File: src/rtl/crossbar_control_scheduler.sv
// crossbar_control_scheduler
//   Control-side initiator for the blocking crossbar. Picks one pending route
//   request by round-robin and issues the matching control word on the
//   crossbar's control val/rdy port. It then waits until the granted packet's
//   last beat has crossed that input's recv handshake before it accepts the
//   next request.
//
// Ports
//   clk, reset    : rising-edge clock, synchronous active-high reset
//   req_val[i]    : input i requests a route
//   req_dest[i]   : requested output index (low OW bits are used)
//   req_len[i]    : packet beats minus one
//   req_rdy[i]    : request accepted this cycle (combinational, one-hot, IDLE only)
//   control       : control word {input, output, zeros}
//   control_val   : control word valid
//   control_rdy   : crossbar accepts control word
//   mon_val[i]    : tap of crossbar recv_val
//   mon_rdy[i]    : tap of crossbar recv_rdy
//   busy          : a grant is outstanding
//   grant_id      : currently or last granted input
module crossbar_control_scheduler #(
  parameter  int N_INPUTS          = 2,
  parameter  int N_OUTPUTS         = 2,
  parameter  int CONTROL_BIT_WIDTH = 42,
  parameter  int LEN_W             = 8,
  localparam int IW                = $clog2(N_INPUTS),
  localparam int OW                = $clog2(N_OUTPUTS)
) (
  input  logic                         clk,
  input  logic                         reset,
  input  logic                         req_val  [0:N_INPUTS-1],
  input  logic [OW-1:0]                req_dest [0:N_INPUTS-1],
  input  logic [LEN_W-1:0]             req_len  [0:N_INPUTS-1],
  output logic                         req_rdy  [0:N_INPUTS-1],
  output logic [CONTROL_BIT_WIDTH-1:0] control,
  output logic                         control_val,
  input  logic                         control_rdy,
  input  logic                         mon_val  [0:N_INPUTS-1],
  input  logic                         mon_rdy  [0:N_INPUTS-1],
  output logic                         busy,
  output logic [IW-1:0]                grant_id
);

  typedef enum logic [1:0] {
    IDLE = 2'd0,
    SEND = 2'd1,
    XFER = 2'd2
  } state_t;

  state_t           state;
  logic [IW-1:0]    rr_ptr;
  logic [IW-1:0]    sel_in;
  logic [OW-1:0]    sel_out;
  logic [LEN_W-1:0] len;
  logic [LEN_W-1:0] beat_cnt;

  logic             found;
  logic [IW-1:0]    winner;
  int unsigned      idx;
  logic             beat;
  logic             last_beat;
  logic [IW-1:0]    next_ptr;

  // Round-robin scan starting at rr_ptr; the first valid requester wins.
  always_comb begin
    found  = 1'b0;
    winner = '0;
    idx    = 0;
    for (int unsigned k = 0; k < N_INPUTS; k++) begin
      idx = 32'(rr_ptr) + k;
      if (idx >= N_INPUTS) idx = idx - N_INPUTS;
      if (!found && req_val[idx]) begin
        found  = 1'b1;
        winner = IW'(idx);
      end
    end
  end

  always_comb begin
    for (int unsigned i = 0; i < N_INPUTS; i++) begin
      req_rdy[i] = (state == IDLE) && found && (winner == IW'(i));
    end
  end

  // The word is pure wiring of the sel_in/sel_out registers, so it is
  // stable for the whole SEND phase and zero after reset.
  always_comb begin
    control = '0;
    control[CONTROL_BIT_WIDTH-1 -: IW]    = sel_in;
    control[CONTROL_BIT_WIDTH-IW-1 -: OW] = sel_out;
  end

  assign beat      = mon_val[sel_in] & mon_rdy[sel_in];
  assign last_beat = beat && (beat_cnt == len);
  assign next_ptr  = (sel_in == IW'(N_INPUTS - 1)) ? '0 : sel_in + IW'(1);

  always_ff @(posedge clk) begin
    if (reset) begin
      state       <= IDLE;
      rr_ptr      <= '0;
      sel_in      <= '0;
      sel_out     <= '0;
      len         <= '0;
      beat_cnt    <= '0;
      control_val <= 1'b0;
      busy        <= 1'b0;
      grant_id    <= '0;
    end else begin
      case (state)
        IDLE: begin
          if (found) begin
            sel_in      <= winner;
            sel_out     <= req_dest[winner];
            len         <= req_len[winner];
            grant_id    <= winner;
            control_val <= 1'b1;
            busy        <= 1'b1;
            state       <= SEND;
          end
        end
        SEND: begin
          if (control_rdy) begin
            control_val <= 1'b0;
            beat_cnt    <= '0;
            state       <= XFER;
          end
        end
        XFER: begin
          // Exit happens on beat_cnt==len, so the counter never wraps.
          if (last_beat) begin
            busy   <= 1'b0;
            rr_ptr <= next_ptr;
            state  <= IDLE;
          end else if (beat) begin
            beat_cnt <= beat_cnt + LEN_W'(1);
          end
        end
        default: begin
          control_val <= 1'b0;
          busy        <= 1'b0;
          state       <= IDLE;
        end
      endcase
    end
  end

endmodule

File: config.mk
export PLATFORM = sky130hd
export DESIGN_NAME = crossbar_control_scheduler
export DESIGN_NICKNAME = d
export VERILOG_FILES = /design/src/rtl/crossbar_control_scheduler.sv
export SDC_FILE = /design/constraint.sdc
export NUM_CORES = 1
export LEC_CHECK = 0
export ABC_CLOCK_PERIOD_IN_PS = 1650
export BUFFER_PORTS_ARGS = -buffer_cell sky130_fd_sc_hd__clkbuf_2
export CORE_ASPECT_RATIO = 2
export CORE_MARGIN = 5
export CORE_UTILIZATION = 41
export DETAILED_ROUTE_END_ITERATION = 8
export PLACE_DENSITY = 0.75
export SLEW_MARGIN = 20
export SYNTH_ARGS = -nofsm -noshare
export SYNTH_HDL_FRONTEND = slang
export SYNTH_SLANG_ARGS = --single-unit
File: constraint.sdc
create_clock -name clk -period 1.65 [get_ports clk]
set_input_delay 0.165 -clock clk [delete_from_list [all_inputs] [get_ports clk]]
set_output_delay 0.165 -clock clk [all_outputs]
set_load 0.02 [all_outputs]
==> impl_metrics.ini <==
[run_status]
run_status = finished, violations left
violations = setup timing

[drt]
via_per_inst = 4.79
routed_wl_um = 3480
first_pass_iters = 4
drc = 0
wl_per_cell_um = 12.9
drt_iter0_drc = 39
vias = 1288
postRouteAntennaNets = 0

[global_routing]
grt_pass1_wl_um = 5310
grt_pass1_vias = 1339
grt.total_usage_pct = 13.7
grt_max_degree = 19
antenna_found_initial = 0
grt_overflow = 0

[logic_synthesis]
synth_seq_cells = 23
syn-cell-area_mm2 = 0.00150
synth-seq-area-share_pct = 30.6
synth_top_area_share_pct = 30.6
ys_warn_count = 0
synthTopCellsByArea = dfxtp_1 (31%), buf_4 (21%), a222oi_1 (6.0%)
synth_cell_types = 45
synth.most_common_cell = buf_4
synth_top_cell_by_area = dfxtp_1
synth_area_per_cell_um2 = 8.74
async_flop_share_pct = 0
synthCells = 172
yosys-top-cells-count = buf_4 (43), dfxtp_1 (23), nor2_1 (14)
ys.flop_type = dfxtp_1
synth-edff-count = 0

[place]
portBuffers = 33
dp_hpwl_um = 2800
post-place-ws_ns = -0.0714
place_congestion = 0.903

[sta]
drv_slew = 0
skew_ns = 0.00341
hold_viol = 0
period_needed_ns = 1.65
final.period_utilization_pct = 100
finalSetupViolCount = 1
fmax_mhz = 604
fin_ws_ns = -0.00475
rsz0062_at_grt = yes
whs_ns = 0.135

[clocking]
clk_pin_slew_ns = 0.08
clock_path_buffers = 2
cts_sinks = 23
clock_latency_ns = 0.26
cts_tree = done
cts_max_level = 1
root_buffer = clkbuf_8
cts-buffers-inserted = 3

[worst_hold_path]
hp-class = primary input to flip-flop
min_from = control_rdy

[worst_setup_path]
cp_slowest_stage_delay_ns = 0.45
critical_path_required_ns = 1.80
cp-startpoint = sel_in$_SDFFE_PP0N_
cp.arrival_ns = 1.80
cp_max_fo = 5
slowest_stage = or3b_4
cp_cell_sequence = and3b_2 -> a31oi_4 -> or3b_4 -> buf_6 -> o211ai_1 -> o31ai_1
r2r-start = sel_in$_SDFFE_PP0N_
r2r_setup_slack_ns = -0.005
cp-start-kind = flip-flop
cp-end-kind = flip-flop
crit_type = flip-flop to flip-flop

[die]
rows = 31
core_area_mm2 = 0.00357
die_w_um = 52.8
dieArea_mm2 = 0.00505
die_h_um = 95.7
initial_core_util_pct = 42.1
num_io_pins = 74

[pwr]
peakVddDrop_mv = 0.759
powerDensity_mw_per_mm2 = 768
p_leak_nw = 0.853

[run]
maxCapViolCount = 0

[final_layout]
n_antenna_cell = 0
fillers = 367
drive_gt1_share_pct = 41.4
syn_to_final_growth_pct = 20.5
nets = 249
==> registers in the layout (all words and copies together), names as in the netlist <==
name         flops
control_val      1
state            2
sel_out          1
sel_in           1
len              8
rr_ptr           1
busy             1
beat_cnt         8
==> worst max-delay path: cells and delay by family, from the launching register on <==
kind / cells / cell delay, ns
simple gates: 2 / 0.70
flops: 1 / 0.36
compound gates: 3 / 0.34
buf+inv: 1 / 0.14
==> layout by cell type, fill, tap and decap left out, types with 6 or more instances in the layout <==
cell       n
conb_1    40
clkbuf_2  33
buf_4     21
nor2_1    14
dfxtp_1   14
a222oi_1   9
nand3_1    7
dfxtp_2    7
inv_1      6
o21ai_0    6
==> final timing paths <==
| kind | cells past startpoint | end |
|---|---|---|
| setup / recovery | 6 | beat_cnt[1]$_SDFFE_PP0P_ |
| hold / removal | 2 | state[0]$_SDFFE_PP0P_ |
| setup reg to reg | 6 | beat_cnt[1]$_SDFFE_PP0P_ |
| hold reg to reg | 2 | busy$_SDFFE_PP0P_ |
==> kinds of logic (layout without fill, tap and decap cells) <==
kind of cell | count (synthesis) | after routing | synth area share (%)
buffers and inverters | 57 | 66 | 26.2
AND/OR/NAND/NOR | 47 | 47 | 17.6
AO/OA/AOI/OAI | 34 | 34 | 19.1
flip-flops | 23 | 23 | 30.6
XOR/XNOR | 8 | 8 | 4.66
adder cells (fa/ha/maj) | 1 | 1 | 0.832
other | 1 | 40 | 0.249
multiplexers | 1 | 1 | 0.666
==> area by class of cell <==
type	count	area [um^2]	share of cell area, %
multi-input combinational	131	868	47.9
sequential	23	477	26.3
timing repair buffer	55	334	18.4
tap	49	61.3	3.38
clock buffer	3	41.3	2.28
inverter	7	26.3	1.45
clock inverter	1	5.00	0.276
==> metrics by stage <==
| stage | cells | util, % | instance area, um^2 | power (mW) | setup TNS, ns |
|---|---|---|---|---|---|
| final | 269 | 50.8 | 1810 | 1.39 | -0.00475 |
| after global routing | 269 | 50.8 | 1810 | 1.46 | -0.183 |
| after CTS | 268 | 48.7 | 1740 | 1.38 | 0 |
| after detailed placement | 264 | 46.7 | 1670 | 1.02 | -0.204 |
| after global placement | 264 | 46.7 | 1670 | 1.01 | -0.158 |
| after floorplan | 211 | - | 1650 | 0.965 | 0 |
==> metal layers <==
| layer | vias up | wire [um] | global-route usage, % |
|---|---|---|---|
| met2 | 64 | 1920 | 27.2 |
| li1 | 621 | - | - |
| met5 | - | 0 | 0 |
| met1 | 595 | 1200 | 12.8 |
| met4 | 0 | 101 | 7.89 |
| met3 | 8 | 255 | 0.939 |
==> repair_timing <==
item / CTS / global route
setup endpoints to repair: 10 / 10
hold buffers: 0 / 0
pin swaps: 0 / 2
resized for setup: 6 / 20
setup buffers: 0 / 1
==> where the power goes <==
part / internal, mW / total, mW / switching [mW] / leakage, nW
combinational: 0.167 / 0.422 / 0.255 / 0.635
clock: 0.169 / 0.350 / 0.181 / 0.0255
sequential: 0.590 / 0.621 / 0.0310 / 0.193
No activity file was read; power rests on OpenSTA's default activity.
